### config.mk
export PLATFORM = sky130hd
export DESIGN_NAME = fifo_uart_tx
export DESIGN_NICKNAME = d
export VERILOG_FILES = /design/src/rtl/fifo_uart_pkg.sv /design/src/rtl/baud_tick.sv /design/src/rtl/fifo_uart_tx.sv
export SDC_FILE = /design/constraint.sdc
export NUM_CORES = 1
export LEC_CHECK = 0
export ABC_AREA = 1
export BUFFER_PORTS_ARGS = -buffer_cell sky130_fd_sc_hd__buf_2
export CELL_PAD_IN_SITES_DETAIL_PLACEMENT = 1
export CELL_PAD_IN_SITES_GLOBAL_PLACEMENT = 2
export CORE_ASPECT_RATIO = 1.75
export CORE_MARGIN = 2
export CORE_UTILIZATION = 35
export CTS_CLUSTER_DIAMETER = 40
export DETAILED_ROUTE_END_ITERATION = 10
export GPL_TIMING_DRIVEN = 0
export PLACE_DENSITY_LB_ADDON = 0.3
export SLEW_MARGIN = 10
export SYNTH_ARGS = -nofsm -noshare
export SYNTH_HDL_FRONTEND = slang
export SYNTH_SLANG_ARGS = --single-unit
### constraint.sdc
create_clock -name clk -period 6.62 [get_ports clk]
set_input_delay 1.986 -clock clk [delete_from_list [all_inputs] [get_ports clk]]
set_output_delay 1.986 -clock clk [all_outputs]
set_load 0.01 [all_outputs]
### src/rtl/fifo_uart_pkg.sv
// rtl/fifo_uart_pkg.sv - shared types and constants for the FIFO-fed UART transmitter
// Optional even parity is selected with FIFO_UART_TX_PARITY_EN.
package fifo_uart_pkg;

    localparam int DATA_BITS         = 8;
    localparam int WORD_BITS         = 16;
    localparam int FRAME_BITS_PLAIN  = 10;
    localparam int FRAME_BITS_PARITY = 11;

`ifdef FIFO_UART_TX_PARITY_EN
    localparam int FRAME_BITS = FRAME_BITS_PARITY;

    typedef enum logic [2:0] {
        ST_IDLE,
        ST_START,
        ST_DATA,
        ST_PARITY,
        ST_STOP
    } tx_state_t;

    function automatic logic even_parity(input logic [DATA_BITS-1:0] i_byte);
        return ^i_byte;
    endfunction
`else
    localparam int FRAME_BITS = FRAME_BITS_PLAIN;

    typedef enum logic [1:0] {
        ST_IDLE,
        ST_START,
        ST_DATA,
        ST_STOP
    } tx_state_t;
`endif

endpackage

### src/rtl/baud_tick.sv
// rtl/baud_tick.sv - bit-time down-counter with restart, one-cycle tick at expiry
module baud_tick #(
    parameter int CLKS_PER_BIT = 16
) (
    input  logic clk,
    input  logic rst_n,
    input  logic i_enable,
    input  logic i_restart,
    output logic o_tick
);

    localparam logic [15:0] RELOAD = 16'(CLKS_PER_BIT - 1);

    logic [15:0] r_cnt;

    always_ff @(posedge clk or negedge rst_n) begin
        if (!rst_n) begin
            r_cnt <= 16'd0;
        end else if (i_restart) begin
            r_cnt <= RELOAD;
        end else if (r_cnt != 16'd0) begin
            r_cnt <= r_cnt - 16'd1;
        end
    end

    // Counter rests at zero while idle, so the tick is qualified by enable.
    assign o_tick = i_enable && (r_cnt == 16'd0);

endmodule

### src/rtl/fifo_uart_tx.sv
// rtl/fifo_uart_tx.sv - pops 16-bit words from a show-ahead FIFO and sends them as two UART frames
// Define FIFO_UART_TX_PARITY_EN to add an even-parity bit to every frame.
module fifo_uart_tx
    import fifo_uart_pkg::*;
#(
    parameter int CLKS_PER_BIT = 16
) (
    input  logic                 clk,
    input  logic                 rst_n,
    input  logic [WORD_BITS-1:0] fifo_rdata,
    input  logic                 fifo_empty,
    output logic                 fifo_ren,
    output logic                 tx,
    output logic                 busy
);

    tx_state_t              r_state;
    tx_state_t              w_state_next;
    logic [2:0]             r_idx;
    logic [2:0]             w_idx_next;
    logic                   r_hi_byte;
    logic                   w_hi_next;
    logic [WORD_BITS-1:0]   r_word;
    logic [WORD_BITS-1:0]   w_word_next;
    logic [DATA_BITS-1:0]   w_byte_next;
    logic                   r_tx;
    logic                   w_tx_next;
    logic                   w_ren;
    logic                   w_restart;
    logic                   w_tick;
    logic                   w_busy;

    assign w_busy = (r_state != ST_IDLE);

    baud_tick #(
        .CLKS_PER_BIT (CLKS_PER_BIT)
    ) u_baud_tick (
        .clk       (clk),
        .rst_n     (rst_n),
        .i_enable  (w_busy),
        .i_restart (w_restart),
        .o_tick    (w_tick)
    );

    always_comb begin
        w_state_next = r_state;
        w_idx_next   = r_idx;
        w_hi_next    = r_hi_byte;
        w_ren        = 1'b0;
        w_restart    = 1'b0;
        case (r_state)
            ST_IDLE: begin
                // Gated by rst_n so no pop can be requested while reset is held.
                if (!fifo_empty && rst_n) begin
                    w_ren        = 1'b1;
                    w_restart    = 1'b1;
                    w_hi_next    = 1'b0;
                    w_state_next = ST_START;
                end
            end
            ST_START: begin
                if (w_tick) begin
                    w_restart    = 1'b1;
                    w_idx_next   = 3'd0;
                    w_state_next = ST_DATA;
                end
            end
            ST_DATA: begin
                if (w_tick) begin
                    w_restart = 1'b1;
                    if (r_idx == 3'd7) begin
`ifdef FIFO_UART_TX_PARITY_EN
                        w_state_next = ST_PARITY;
`else
                        w_state_next = ST_STOP;
`endif
                    end else begin
                        w_idx_next = 3'(r_idx + 3'd1);
                    end
                end
            end
`ifdef FIFO_UART_TX_PARITY_EN
            ST_PARITY: begin
                if (w_tick) begin
                    w_restart    = 1'b1;
                    w_state_next = ST_STOP;
                end
            end
`endif
            ST_STOP: begin
                if (w_tick) begin
                    if (!r_hi_byte) begin
                        w_restart    = 1'b1;
                        w_hi_next    = 1'b1;
                        w_state_next = ST_START;
                    end else begin
                        w_state_next = ST_IDLE;
                    end
                end
            end
            default: begin
                w_state_next = ST_IDLE;
            end
        endcase
    end

    assign w_word_next = w_ren ? fifo_rdata : r_word;
    assign w_byte_next = w_hi_next ? w_word_next[15:8] : w_word_next[7:0];

    // tx is registered from the state being entered, so it lines up with that bit.
    always_comb begin
        w_tx_next = 1'b1;
        case (w_state_next)
            ST_IDLE:   w_tx_next = 1'b1;
            ST_START:  w_tx_next = 1'b0;
            ST_DATA:   w_tx_next = w_byte_next[w_idx_next];
`ifdef FIFO_UART_TX_PARITY_EN
            ST_PARITY: w_tx_next = even_parity(w_byte_next);
`endif
            ST_STOP:   w_tx_next = 1'b1;
            default:   w_tx_next = 1'b1;
        endcase
    end

    always_ff @(posedge clk or negedge rst_n) begin
        if (!rst_n) begin
            r_state   <= ST_IDLE;
            r_idx     <= 3'd0;
            r_hi_byte <= 1'b0;
            r_word    <= '0;
            r_tx      <= 1'b1;
        end else begin
            r_state   <= w_state_next;
            r_idx     <= w_idx_next;
            r_hi_byte <= w_hi_next;
            r_word    <= w_word_next;
            r_tx      <= w_tx_next;
        end
    end

    assign fifo_ren = w_ren;
    assign tx       = r_tx;
    assign busy     = w_busy;

endmodule

==> flow_metrics.py <==
metrics = {
    "clocking": {
        "setup_fix_bufs_post_cts": 0,
        "cts.root.buffer_cell": "sky130_fd_sc_hd__clkbuf_16",
        "clock_path_buffers": 2,
        "tritoncts": "done",
        "path_clk_slew_ps": 70,
        "cts_hold_buf": 0,
        "post_cts_resized": 0,
        "cts_buffers": 5,
        "clock_sinks": 39,
        "cts_max_level": 2,
        "clk-insertion-delay-late_ps": 290,
    },
    "setup_path": {
        "timing.reg2reg.worst_path_depth": 14,
        "required_ps": 4630,
        "timing_worst_setup_path_type": "input port to output port",
        "timing.critical_path.slowest_cell_delay_ps": 710,
        "worstSetupEndpointType": "output port",
        "crit_slowest_cell": "sky130_fd_sc_hd__buf_2",
        "path_max_fanout": 40,
        "cp_data_arrival_time_ps": 3780,
        "worstReg2RegEnd": "tx",
        "cp.buffers_inverters": 5,
        "crit_end": "fifo_ren",
        "regToRegSetupSlack_ps": 4180,
        "worst_r2r_startpoint": "r_state[0]",
        "crit_chain": "buf_2, inv_1, nor2_2, nand2_2, inv_2, buf_2, buf_2",
        "category_of_cells_accounting_for_the_largest_share_of_critical_path_delay": "buffers and inverters",
        "path_depth": 7,
        "most_frequent_cell_on_the_critical_path": "sky130_fd_sc_hd__buf_2",
        "startpoint": "rst_n",
        "startpoint_type_of_the_worst_setup_path": "input port",
    },
    "logic_synthesis": {
        "synth_mux_area_frac": 0,
        "post_synthesis_simple_gate_area_fraction": 0.389,
        "synth_async_sr_flop_share": 1.00,
        "ys_top_cells_by_count": "82 x sky130_fd_sc_hd__nand2_1, 43 x sky130_fd_sc_hd__inv_1, 38 x sky130_fd_sc_hd__dfrtp_1",
        "post_synth_fa_ha_maj_area_fraction": 0.0481,
        "synthesis.yosys.warnings": 0,
        "synth_xor_area_frac": 0.0303,
        "synthesis.area_sq_mm": 0.00260,
        "netlist.area_leader.share": 0.366,
        "synth_sequential_area_ratio": 0.376,
        "synth.area.top_cells": "sky130_fd_sc_hd__dfrtp_1 37%, sky130_fd_sc_hd__nand2_1 12%, sky130_fd_sc_hd__inv_1 6.2%",
        "synth_area_per_cell_sq_um": 8.05,
        "syn_inst": 323,
        "syn-num-nets": 352,
        "post-synth-top-count-cell": "sky130_fd_sc_hd__nand2_1",
        "synth_edf_count": 0,
        "synth.distinct_cells": 39,
        "dominant_combinational_cell_family_by_area_after_synthesis": "simple AND/OR/NAND/NOR gates",
        "synth.largest_area_cell": "sky130_fd_sc_hd__dfrtp_1",
        "synth_top_flop_cell": "sky130_fd_sc_hd__dfrtp_1",
        "synth.ff_latch_count": 39,
        "synth_compound_area_frac": 0.0664,
    },
    "die": {
        "top_level_ports": 22,
        "die_w_microns": 69.1,
        "core.rowCount": 41,
        "initial_core_util": 0.362,
        "core_sq_mm": 0.00718,
        "design.die.area_sq_mm": 0.00816,
        "die_y_microns": 118,
    },
    "sta": {
        "skew_ps": 9.06,
        "layout_min_cycle_time_ps": 5760,
        "layout_worst_path_cycle_share": 0.871,
        "relSlewSlack": 0.362,
        "rsz0062_at_grt": "false",
        "worst-slew-pin-transition_ps": 956,
        "setup-tns-final_ps": 0,
        "timing_hold_violations_final": 0,
        "final-setup-viol-count": 0,
        "slew_violations": 0,
        "max_freq_ghz": 0.174,
    },
    "global_route": {
        "globalRouteTotalUtil": 0.184,
        "grt_first_pass_wirelength_mm": 11.6,
        "antenna_found_initial": 0,
        "vias_in_the_first_global_route": 2334,
        "grt_max_degree": 41,
        "grt_overflow": 0,
    },
    "cells_and_area": {
        "layout.nets": 380,
        "post_route_cells_drive_above_1_share": 0.261,
        "post-route-util": 0.415,
        "area_growth_syn_to_layout_pct": 14.8,
        "insertedDiodeCount": 0,
    },
    "detailed_routing": {
        "drt_pre_antenna_iters": 4,
        "detail_route.wirelength_mm": 6.85,
        "post-route-drc-count": 0,
        "via_count": 2164,
        "dr.first_iter.drc_count": 45,
        "avgViaCountPerCell": 4.94,
        "drt-wirelength-per-cell_microns": 15.6,
        "drt.antenna.violating_nets": 0,
    },
    "pwr": {
        "p_per_area_mw_per_mm2": 179,
        "leakage_component_of_the_power_uw": 0.00151,
        "fin_total_pwr_uw": 534,
        "worst_ir_drop_vdd_uv": 143,
    },
    "place": {
        "gp_congestion": 0.835,
        "place.port_buffers": 21,
        "post-dp-hpwl_mm": 5.42,
    },
    "flow_run": {
        "max_cap_viol_count": 0,
    },
    "worst_hold_path": {
        "hold_path.class": "flip-flop to flip-flop",
    },
    "run_status": {
        "status": "complete, no violations",
    },
}
==> flip-flops by register name, indices dropped and copies added, names as in the netlist <==
signal / cells
r_hi_byte: 1
r_idx: 3
r_state: 2
r_word: 16
tx: 1
u_baud_tick.r_cnt: 16
==> logic make-up after synthesis <==
family                   after synthesis
buffers and inverters                 57
AO/OA/AOI/OAI                         25
AND/OR/NAND/NOR                      183
flip-flops                            39
XOR/XNOR                               9
adder cells (fa/ha/maj)               10
==> per-layer routing <==
metal | up-vias | track usage | routed length (microns) | part of all wire
met5 | - | 0 | 0 | 0
met4 | 0 | 0.0833 | 189 | 0.028
met3 | 12 | 0.0291 | 115 | 0.017
met2 | 21 | 0.369 | 4130 | 0.60
met1 | 1053 | 0.174 | 2410 | 0.35
li1 | 1078 | - | - | -
==> stage by stage <==
stage          std cells  setup WS, ps  hold WS, ps  instance area, sq um
2_1_floorplan        323          2090          445                  2600
3_3_place_gp         430           774          463                  2810
3_5_place_dp         430           762          469                  2810
4_1_cts              438           759          485                  2980
5_1_grt              438           567          507                  2980
6_report             438           857          478                  2980
==> power by group <==
group | switching (uW) | leakage, uW | total [uW] | internal (uW)
clock network | 106 | 0.0000804 | 285 | 179
logic | 6.74 | 0.000963 | 10.6 | 3.86
registers | 0 | 0.000470 | 238 | 238
total | 113 | 0.00151 | 534 | 421
==> how the worst min path moves through the flow <==
stage | slack [ps] | end | from | depth (start not counted)
2_1_floorplan | 440 | r_word[10] | r_word[10] | 2
3_3_place_gp | 460 | r_word[2] | r_word[2] | 2
3_5_place_dp | 470 | r_word[4] | r_word[4] | 2
4_1_cts | 490 | r_word[14] | r_word[14] | 2
5_1_grt | 510 | r_word[14] | r_word[14] | 2
6_report | 480 | r_word[14] | r_word[14] | 2
==> final cells by class <==
| cell class | instances | area, sq um |
|---|---|---|
| plain buffers | 5 | 37.5 |
| well taps | 86 | 108 |
| clock inverters | 3 | 46.3 |
| flip-flops and latches | 39 | 977 |
| fillers | 908 | 4200 |
| repair buffers | 21 | 105 |
| inverters | 52 | 196 |
| clock buffers | 5 | 125 |
| multi-input cells | 227 | 1390 |
==> layout by cell type (no fill, tap or decap), types with 2 or more instances in the layout <==
| cell type | count |
|---|---|
| sky130_fd_sc_hd__o21ai_0 | 7 |
| sky130_fd_sc_hd__inv_2 | 8 |
| sky130_fd_sc_hd__buf_6 | 2 |
| sky130_fd_sc_hd__inv_1 | 43 |
| sky130_fd_sc_hd__buf_2 | 24 |
| sky130_fd_sc_hd__xor2_1 | 2 |
| sky130_fd_sc_hd__a21oi_2 | 2 |
| sky130_fd_sc_hd__a21oi_1 | 4 |
| sky130_fd_sc_hd__or2_2 | 6 |
| sky130_fd_sc_hd__nand4_1 | 11 |
| sky130_fd_sc_hd__nor2_4 | 8 |
| sky130_fd_sc_hd__nand3_1 | 20 |
| sky130_fd_sc_hd__o21ai_2 | 3 |
| sky130_fd_sc_hd__xnor2_1 | 7 |
| sky130_fd_sc_hd__dfrtp_1 | 38 |
| sky130_fd_sc_hd__o21ai_1 | 3 |
| sky130_fd_sc_hd__nor2_8 | 2 |
| sky130_fd_sc_hd__clkbuf_16 | 5 |
| sky130_fd_sc_hd__nand3b_1 | 5 |
| sky130_fd_sc_hd__nand2_1 | 82 |
| sky130_fd_sc_hd__nor2_1 | 18 |
| sky130_fd_sc_hd__nor3_1 | 4 |
| sky130_fd_sc_hd__nand3_4 | 2 |
| sky130_fd_sc_hd__nand2_2 | 11 |
| sky130_fd_sc_hd__nand2_4 | 2 |
| sky130_fd_sc_hd__nor2_2 | 3 |
| sky130_fd_sc_hd__nand3_2 | 5 |
| sky130_fd_sc_hd__ha_1 | 10 |
==> tightest hold or removal path: stages, from the launching register on <==
cell and delay [ps]:
sky130_fd_sc_hd__dfrtp_1 320, sky130_fd_sc_hd__nand2_1 50, sky130_fd_sc_hd__nand2_1 70
Power figures use the tool's default switching activity.
